<file path="src/rtl/color_config_bus_master.sv">
// Configuration-bus initiator: turns framed UART command bytes into single bus writes
// and answers each completed write with a one-byte ACK/NAK status.
module color_config_bus_master #(
    parameter int         C_ADDR_WIDTH = 4,
    parameter int         C_DATA_WIDTH = 16,
    parameter int         DATA_BYTES   = 2,
    parameter logic [7:0] HEADER       = 8'hA5,
    parameter int         ACK_TIMEOUT  = 1023,
    parameter int         GAP_TIMEOUT  = 100000,
    parameter int         CNT_WIDTH    = 17
) (
    input  logic                    Clk,
    input  logic                    Rst,
    input  logic [7:0]              Rx_Data,
    input  logic                    Rx_Valid,
    output logic [7:0]              Tx_Data,
    output logic                    Tx_Valid,
    input  logic                    Tx_Rdy,
    output logic [C_ADDR_WIDTH-1:0] C_Addr,
    output logic [C_DATA_WIDTH-1:0] C_Data,
    output logic                    C_Valid,
    input  logic                    C_Rdy,
    output logic                    Busy,
    output logic                    Rx_Drop,
    output logic [2:0]              Dbg_State
);

    localparam int                   DW        = DATA_BYTES * 8;
    localparam int                   BCW       = $clog2(DATA_BYTES + 1);
    localparam logic [BCW-1:0]       LAST_BYTE = BCW'(DATA_BYTES - 1);
    localparam logic [CNT_WIDTH-1:0] ACK_LAST  = CNT_WIDTH'(ACK_TIMEOUT - 1);
    localparam logic [CNT_WIDTH-1:0] GAP_LAST  = CNT_WIDTH'(GAP_TIMEOUT - 1);
    localparam logic [7:0]           ACK_BYTE  = 8'h06;
    localparam logic [7:0]           NAK_BYTE  = 8'h15;

    typedef enum logic [2:0] {
        S_IDLE     = 3'd0,
        S_ADDR     = 3'd1,
        S_DATA     = 3'd2,
        S_ISSUE    = 3'd3,
        S_WAIT_ACK = 3'd4,
        S_WAIT_REL = 3'd5,
        S_RESP     = 3'd6
    } state_t;

    state_t                    r_state;
    logic [CNT_WIDTH-1:0]      r_timer;
    logic [BCW-1:0]            r_byte_cnt;
    logic [DW-1:0]             r_data;
    logic [C_ADDR_WIDTH-1:0]   r_addr;
    logic                      r_c_valid;
    logic                      r_tx_valid;
    logic [7:0]                r_tx_data;
    logic                      r_busy;
    logic                      r_rx_drop;
    logic [DW-1:0]             w_data_shift;

    // Bytes arrive most-significant first, so each new byte enters at the bottom.
    assign w_data_shift = (r_data << 8) | DW'(Rx_Data);

    // Handshakes: Rx is a one-cycle strobe with no backpressure; Tx_Valid/Tx_Data
    // hold until the first cycle Tx_Rdy is high; C_Valid is a one-cycle strobe
    // issued only while C_Rdy is high, and the slave acknowledges by pulling C_Rdy
    // low then releasing it.
    always_ff @(posedge Clk) begin
        if (Rst) begin
            r_state    <= S_IDLE;
            r_timer    <= '0;
            r_byte_cnt <= '0;
            r_data     <= '0;
            r_addr     <= '0;
            r_c_valid  <= 1'b0;
            r_tx_valid <= 1'b0;
            r_tx_data  <= '0;
            r_busy     <= 1'b0;
            r_rx_drop  <= 1'b0;
        end else begin
            r_rx_drop <= Rx_Valid && r_busy;
            r_c_valid <= 1'b0;
            case (r_state)
                S_IDLE: begin
                    if (Rx_Valid && (Rx_Data == HEADER)) begin
                        r_state <= S_ADDR;
                        r_timer <= '0;
                    end
                end
                S_ADDR: begin
                    if (Rx_Valid) begin
                        r_addr     <= Rx_Data[C_ADDR_WIDTH-1:0];
                        r_byte_cnt <= '0;
                        r_timer    <= '0;
                        r_state    <= S_DATA;
                    end else if (r_timer == GAP_LAST) begin
                        r_state <= S_IDLE;
                    end else begin
                        r_timer <= r_timer + 1'b1;
                    end
                end
                S_DATA: begin
                    if (Rx_Valid) begin
                        r_data  <= w_data_shift;
                        r_timer <= '0;
                        if (r_byte_cnt == LAST_BYTE) begin
                            // Strobe straight away when the slave is already ready.
                            r_state   <= S_ISSUE;
                            r_busy    <= 1'b1;
                            r_c_valid <= C_Rdy;
                        end else begin
                            r_byte_cnt <= r_byte_cnt + 1'b1;
                        end
                    end else if (r_timer == GAP_LAST) begin
                        r_state <= S_IDLE;
                    end else begin
                        r_timer <= r_timer + 1'b1;
                    end
                end
                S_ISSUE: begin
                    if (r_c_valid) begin
                        // A slave that pulls C_Rdy low during the strobe has already acknowledged.
                        r_timer <= '0;
                        r_state <= C_Rdy ? S_WAIT_ACK : S_WAIT_REL;
                    end else begin
                        r_c_valid <= C_Rdy;
                    end
                end
                S_WAIT_ACK: begin
                    if (!C_Rdy) begin
                        r_timer <= '0;
                        r_state <= S_WAIT_REL;
                    end else if (r_timer == ACK_LAST) begin
                        r_tx_data  <= NAK_BYTE;
                        r_tx_valid <= 1'b1;
                        r_state    <= S_RESP;
                    end else begin
                        r_timer <= r_timer + 1'b1;
                    end
                end
                S_WAIT_REL: begin
                    if (C_Rdy) begin
                        r_tx_data  <= ACK_BYTE;
                        r_tx_valid <= 1'b1;
                        r_state    <= S_RESP;
                    end else if (r_timer == ACK_LAST) begin
                        r_tx_data  <= NAK_BYTE;
                        r_tx_valid <= 1'b1;
                        r_state    <= S_RESP;
                    end else begin
                        r_timer <= r_timer + 1'b1;
                    end
                end
                S_RESP: begin
                    if (Tx_Rdy) begin
                        r_tx_valid <= 1'b0;
                        r_busy     <= 1'b0;
                        r_state    <= S_IDLE;
                    end
                end
                default: begin
                    r_state <= S_IDLE;
                end
            endcase
        end
    end

    assign Tx_Data   = r_tx_data;
    assign Tx_Valid  = r_tx_valid;
    assign C_Addr    = r_addr;
    assign C_Data    = r_data[C_DATA_WIDTH-1:0];
    assign C_Valid   = r_c_valid;
    assign Busy      = r_busy;
    assign Rx_Drop   = r_rx_drop;
    assign Dbg_State = r_state;

endmodule

</file>
<file path="config.mk">
export PLATFORM = sky130hd
export DESIGN_NAME = color_config_bus_master
export DESIGN_NICKNAME = d
export VERILOG_FILES = /design/src/rtl/color_config_bus_master.sv
export SDC_FILE = /design/constraint.sdc
export NUM_CORES = 1
export LEC_CHECK = 0
export BUFFER_PORTS_ARGS = -buffer_cell sky130_fd_sc_hd__buf_2
export CAP_MARGIN = 20
export CORE_MARGIN = 8
export CORE_UTILIZATION = 57
export CTS_CLUSTER_DIAMETER = 100
export DETAILED_ROUTE_END_ITERATION = 10
export PLACE_DENSITY_LB_ADDON = 0.1
export SLEW_MARGIN = 10
export SYNTH_ARGS = -nofsm -noshare
export SYNTH_HDL_FRONTEND = slang
export SYNTH_SLANG_ARGS = --single-unit
</file>
<file path="constraint.sdc">
create_clock -name Clk -period 3.7 [get_ports Clk]
set_input_delay 0.37 -clock Clk [delete_from_list [all_inputs] [get_ports Clk]]
set_output_delay 0.37 -clock Clk [all_outputs]
set_load 0.01 [all_outputs]
</file>
==> impl_metrics.tcl, run 1 <==
set metrics [dict create \
    ys_async_sr_fraction_pct 0 \
    die-height_um 83.7 \
    path_max_fanout 21 \
    htree_num_levels 2 \
    cpPeakStageDelay_ps 740 \
    grt_start_max_net_pins 50 \
    clockBufferDepth 2 \
    dpl.hpwl_um 4600 \
    crit_slowest_cell "dfxtp_1" \
    synth.area.top_cells "dfxtp_1 (41%), nand2_1 (7.2%), a21oi_1 (5.2%)" \
    yosysSeqAreaShare_pct 41.4 \
    drcViolationCount 0 \
    clkTransAtPathRegs_ps 90 \
    routed_wl_um 6420 \
    leakage_uw 0.00109 \
    max-vdd-ir-drop_mv 0.251 \
    drt_iter0_drc 214 \
    wl_per_cell_um 16.0 \
    holdPathEnd "C_Data[5]" \
    cts_resized 0 \
    hp-class "primary input to flip-flop" \
    cts_tree "yes" \
    design.die.area_um2 7010 \
    ys_ff_latch 54 \
    synth_edf_count 0 \
    cts-root-buf "clkbuf_8" \
    crit_required_ps 3920 \
    initial_core_util_pct 59.6 \
    tightest_slew_ps 924 \
    status "completed" \
    fillCellCount 388 \
    rsz0062_at_grt "false" \
    hold-worst-slack_ps 320 \
    gp_congestion 0.892 \
    critPathKind "flip-flop to flip-flop" \
    critPathBufInv 0 \
    seq_area_um2 1080 \
    core_um2 4380 \
    slew_violations 0 \
    use_met1_pct 23.4 \
    grtUsageTotal_pct 17.9 \
    path_delay_family "compound AO/OA/AOI/OAI gates" \
    cts_inserted_buffers 5 \
    ff2ff_setup_slack_ps 1150 \
    synth.avg_cell_area_um2 8.40 \
    cap_violations 0 \
    grt-ovfl-total 0 \
    die_w_um 83.7 \
    fin_tns_setup_ps 0 \
    min_period_ps 2550 \
    grt_pass1_vias 2231 \
    hold-path-cell-count 3 \
    drive_above_1_share_pct 20.1 \
    synth_top_area_cell "dfxtp_1" \
    holdBufCountCts 0 \
    port-buffer-count 47 \
    post-cts-setup-buffers 0 \
    hold_start "Rx_Data[5]" \
    ys_types 58 \
    finalNetCount 364 \
    relSlewSlack_pct 38.4 \
    syn-num-nets 327 \
    area_growth_syn_to_layout_pct 12.0 \
    synth_area_um2 2610 \
    synth-main-ff-cell "dfxtp_1" \
    multi_input_area_um2 1430 \
    crit_chain "xnor2_1 -> or3_1 -> a21oi_2 -> nand3_1 -> a221oi_2" \
    antenna_found_initial 0 \
    vias_per_cell 6.03 \
    synth_top_area_share_pct 41.4 \
    synthCells 311 \
    power_density_nw_per_um2 414 \
    fmax_ghz 0.392 \
    critPathLaunchType "flip-flop" \
    num_io_pins 48 \
    met2_usage_pct 28.3 \
    rows 24 \
    fin_skew_ps 5.32 \
    endpoint_kind "flip-flop" \
    vias 2419 \
    drt_first_pass_iters 4 \
    r2r_cells 5 \
    r2r-start "Dbg_State[1]" \
    clk_latency_ps 310 \
    antenna_cells 0 \
    finalHoldViolCount 0 \
    gr-usage-met3_pct 4.59 \
    setup_viol 0 \
    drtAntennaViolNets 0 \
    grt.busiest_layer "met2" \
    grt_pass1_wl_um 10900 \
    yosysWarnings 0 \
    r2r_end "r_timer[6]" \
    cp.arrival_ps 2770 \
    finalCritPeriodShare_pct 69.0 \
    clock_sinks 54 \
]
-- placed cells by master, fill, tap and decap left out, types with 3 or more instances in the layout --
master | netlist | routed
and3_1 | 9 | 9
nand4_1 | 6 | 6
nor2_1 | 14 | 14
o21a_1 | 4 | 4
ha_1 | 3 | 3
and2_1 | 7 | 7
a21oi_1 | 27 | 27
or3_1 | 4 | 4
nand3_1 | 8 | 8
o21ai_0 | 10 | 10
nor4_1 | 3 | 3
nor3_1 | 7 | 7
inv_1 | 6 | 6
a211oi_1 | 12 | 12
dfxtp_1 | 54 | 54
buf_2 | 1 | 47
nand2_1 | 50 | 50
a31oi_1 | 12 | 12
mux2i_1 | 4 | 4
nand4b_1 | 3 | 3
or2_2 | 3 | 3
clkbuf_8 | 0 | 5
nand3b_1 | 3 | 3
nand2b_1 | 4 | 4
o22a_1 | 3 | 3
-- routing by layer --
layer	vias up	routed length [µm]
met4	0	41
li1	1219	-
met3	4	424
met5	-	0
met1	1116	3000
met2	80	2950
-- worst reg2reg max path, stage by stage, from the launching register on --
cell	delay, ps
dfxtp_1	740
xnor2_1	110
or3_1	420
a21oi_2	700
nand3_1	190
a221oi_2	310
-- power breakdown --
group	internal, µW	switching, µW	leakage (µW)
sequential	599	34.5	0.000435
clock	134	189	0.0000452
combinational	92.5	164	0.000608
-- kinds of logic after synthesis --
family	synth area share [%]
compound gates	22.9
xor+xnor	1.01
fa+ha+maj	1.82
buf+inv	3.93
flops	41.4
mux	1.53
simple gates	27.4
-- flip-flops by register name, summed over array words and instances, names as in the netlist --
register	flops
Busy	1
C_Addr	4
C_Data	16
C_Valid	1
Dbg_State	3
Rx_Drop	1
Tx_Data	8
Tx_Valid	1
r_byte_cnt	2
r_timer	17
-- final cells by class --
cell class | count | area share, %
multi-input combinational | 233 | 48.8
timing repair buffer | 48 | 8.29
tap | 52 | 2.22
clock buffer | 6 | 2.48
inverter | 6 | 0.769
sequential | 54 | 36.9
clock inverter | 2 | 0.470
-- metrics by stage --
| stage | total power [µW] | worst slack, ps | cells | util (%) | cell area (µm²) |
|---|---|---|---|---|---|
| after floorplan | 828 | 1530 | 311 | - | 2610 |
| after global placement | 893 | 1310 | 393 | 64.8 | 2840 |
| after detailed placement | 898 | 1230 | 393 | 64.8 | 2840 |
| after CTS | 1220 | 1200 | 401 | 66.8 | 2930 |
| after global routing | 1270 | 924 | 401 | 66.8 | 2930 |
| final | 1210 | 1150 | 401 | 66.8 | 2930 |
-- cell usage after synthesis, drive strengths merged (3+ instances only) --
master  number
a21oi       29
o21a         5
nand4        6
nor2        15
inv          6
and3         9
nand3b       3
o21ai       11
nand4b       3
or2          3
dfxtp       54
clkbuf      14
nand2b       4
nand2       50
ha           3
nand3        8
o22a         3
nor3         8
a211oi      13
buf          4
mux2i        4
a221oi       3
or3          4
nor4         4
and2         7
a31oi       12
-- worst max path at each step --
stage	startpoint	slack, ps	cells past startpoint	to
floorplan	r_timer[12]	1530	6	r_timer[9]
global placement	Dbg_State[1]	1310	5	r_timer[6]
detailed placement	Dbg_State[2]	1230	6	r_timer[6]
CTS	Dbg_State[2]	1200	6	r_timer[6]
global route	Dbg_State[2]	920	6	r_timer[15]
finish	Dbg_State[1]	1150	5	r_timer[6]
Note: power is estimated with default switching activity, not from simulation.
==> inputs of run 2 (changes only) <==
--- a/config.mk
+++ b/config.mk
@@ -5,10 +5,11 @@
 export SDC_FILE = /design/constraint.sdc
 export NUM_CORES = 1
 export LEC_CHECK = 0
+export ABC_AREA = 1
 export BUFFER_PORTS_ARGS = -buffer_cell sky130_fd_sc_hd__buf_2
 export CAP_MARGIN = 20
 export CORE_MARGIN = 8
-export CORE_UTILIZATION = 57
+export CORE_UTILIZATION = 51
 export CTS_CLUSTER_DIAMETER = 100
 export DETAILED_ROUTE_END_ITERATION = 10
 export PLACE_DENSITY_LB_ADDON = 0.1
==> constraint.sdc (replaced) <==
create_clock -name Clk -period 2.3 [get_ports Clk]
set_input_delay 0.23 -clock Clk [delete_from_list [all_inputs] [get_ports Clk]]
set_output_delay 0.23 -clock Clk [all_outputs]
set_load 0.01 [all_outputs]
==> run 2 against run 1 <==
Compared with the run above:
- clock-buffer cell count fell by 1
- combinational power rose to 3.5 times the previous value
- flip-flop and latch count did not move
- critical endpoint unchanged
- largest power group unchanged
- highest routed layer unchanged
==> impl_metrics.tcl, run 2 <==
set metrics [dict create \
    wl_per_cell_um 13.7 \
    endpoint_kind "flip-flop" \
    rsz0062_at_grt "false" \
    cpPeakStageDelay_ps 360 \
    critPathLaunchType "flip-flop" \
    ys_ff_latch 54 \
    synth_top_area_cell "dfxtp_1" \
    crit_slowest_cell "dfxtp_1" \
    routed_wl_um 7910 \
    ys_async_sr_fraction_pct 0 \
    die-height_um 92.2 \
    htree_num_levels 2 \
    ys_types 34 \
    port-buffer-count 47 \
    fin_skew_ps 8.54 \
    synth_area_um2 2960 \
    synth-main-ff-cell "dfxtp_1" \
    tightest_slew_ps 432 \
    drtAntennaViolNets 0 \
    drcViolationCount 0 \
    cap_violations 0 \
    rows 27 \
    post-place-ws_ps 416 \
    grt_start_max_net_pins 24 \
    fin_ws_ps 313 \
    path_max_fanout 10 \
    design.die.area_um2 8500 \
    cts_resized 0 \
    cts-root-buf "clkbuf_8" \
    synth.area.top_cells "dfxtp_1 (37%), nand2_1 (13%), nor2_1 (11%)" \
    hp-class "primary input to flip-flop" \
    critPathBufInv 2 \
    yosysWarnings 0 \
    post-place-cells 568 \
    antenna_found_initial 0 \
    clock_sinks 54 \
    dpl.hpwl_um 5980 \
    post-cts-setup-buffers 0 \
    final_cell_mix "nand2_1 (105), nor2_1 (89), dfxtp_1 (54), buf_2 (47), inv_1 (43)" \
    critPathKind "flip-flop to flip-flop" \
    die_w_um 92.2 \
    p_int_uw 1580 \
    yosysSeqAreaShare_pct 36.5 \
    final_cell_count_no_fill 576 \
    area_growth_syn_to_layout_pct 14.8 \
    synth_top_area_share_pct 36.5 \
    switching_share_pct 38.4 \
    drt_iter0_drc 191 \
    min_period_ps 1990 \
    max-vdd-ir-drop_mv 0.453 \
    crit_chain "ha_1 -> nand2_1 -> nor2_2 -> nand2_1 -> clkinv_1 -> nand3_1 -> nand3_2 -> nor2_4 -> nand2_1 -> nand2_1 -> inv_1 -> nor2_2" \
    grt_pass1_vias 2899 \
    clockBufferDepth 2 \
    grt.busiest_layer "met2" \
    setup_viol 0 \
    synthCells 453 \
    leakage_uw 0.00157 \
    path_delay_family "simple AND/OR/NAND/NOR gates" \
    largest_reg_flops 17 \
    holdBufCountCts 0 \
    finalCritPeriodShare_pct 86.4 \
    ys_top_cells_by_count "nand2_1 (105), nor2_1 (89), dfxtp_1 (54), inv_1 (43), o21ai_0 (33)" \
    crit_required_ps 2560 \
    finalNetCount 519 \
    clk_latency_ps 310 \
    gr-usage-met3_pct 4.40 \
    regMostFlops "r_timer" \
    synth_edf_count 0 \
    p_sw_uw 981 \
    pwr-share-seq_pct 39.3 \
    pwr-share-comb_pct 34.6 \
    cpMostUsedCell "nand2_1" \
    grt_pass1_wl_um 13300 \
    cp.arrival_ps 2250 \
    status "completed" \
    grtUsageTotal_pct 18.7 \
    vias_per_cell 5.20 \
    synth.avg_cell_area_um2 6.54 \
    relSlewSlack_pct 71.2 \
    num_io_pins 48 \
    yosysMostFrequentCell "nand2_1" \
    use_met1_pct 22.5 \
    syn-num-nets 469 \
    utilization_pct 61.0 \
    core_um2 5570 \
    finalHoldViolCount 0 \
    drt_first_pass_iters 5 \
    gp_congestion 0.893 \
    cts_inserted_buffers 5 \
    antenna_cells 0 \
    slew_violations 0 \
    initial_core_util_pct 53.1 \
    final_common_cell "nand2_1" \
    vias 2996 \
    clkTransAtPathRegs_ps 110 \
    power_density_nw_per_um2 752 \
    grt-ovfl-total 0 \
    met2_usage_pct 31.5 \
    power_frac_clock_pct 26.1 \
    fin_tns_setup_ps 0 \
    drive_above_1_share_pct 21.2 \
    fmax_ghz 0.503 \
    cts_tree "yes" \
]
## run 2: cell types whose count changed after synthesis, sizes merged, moves of 5 or more
cell / before / now
nor2: 15 / 101
and3: 9 / 0
a211oi: 13 / 0
o21a: 5 / 0
inv: 6 / 50
a31oi: 12 / 1
and2: 7 / 0
nand2: 50 / 119
clkbuf: 14 / 5
o21ai: 11 / 38
nand3: 8 / 26
## run 2: final timing paths
path	cells past startpoint	to	startpoint	slack (ps)
worst min register to register	2	Rx_Drop	Busy	450
worst min-delay path	3	C_Data[6]	Rx_Data[6]	170
worst max-delay path	12	r_timer[6]	r_timer[0]	310
worst max register to register	12	r_timer[6]	r_timer[0]	310
## run 2: worst reg2reg max path: cells and delay by family, from the launching register on
family        cells  cell delay [ps]
buf+inv           2              150
fa+ha+maj         1              220
flops             1              360
simple gates      9             1220
## run 2: kinds of logic (layout without fill, tap and decap cells)
logic type,after synthesis,count (layout),synth area share (%)
buffers and inverters,63,114,8.45
AND/OR/NAND/NOR,258,258,39.2
AO/OA/AOI/OAI,74,74,14.3
flip-flops,54,54,36.5
XOR/XNOR,1,1,0.296
adder cells (fa/ha/maj),3,3,1.27
## run 2: routing by layer
layer  share of wire (%)  up-vias
li1                    -     1536
met1                  45     1354
met2                  48       95
met3                 5.1       11
met4                 1.5        0
met5                   0        -
## run 2: layout make-up
cell class,count,area (µm²)
Fill cell,566,2170
Multi-Input combinational cell,336,1630
Sequential cell,54,1080
Timing Repair Buffer,53,280
Inverter,53,201
Tap cell,72,90.1
Clock buffer,5,68.8
Clock inverter,3,48.8
## run 2: through the flow
| stage | hold WS (ps) | power (µW) | instance area (µm²) |
|---|---|---|---|
| floorplan | 353 | 1650 | 2960 |
| global placement | 430 | 1880 | 3280 |
| detailed placement | 433 | 1880 | 3280 |
| CTS | 157 | 2550 | 3400 |
| global route | 168 | 2700 | 3400 |
| finish | 169 | 2560 | 3400 |
## run 2: power by group through the flow
| stage | combinational, µW | clock, µW | sequential [µW] |
|---|---|---|---|
| finish | 884 | 668 | 1000 |
| global route | 965 | 719 | 1010 |
| CTS | 860 | 686 | 1000 |
| detailed placement | 854 | 0 | 1020 |
| global placement | 853 | 0 | 1020 |
| floorplan | 621 | 0 | 1030 |
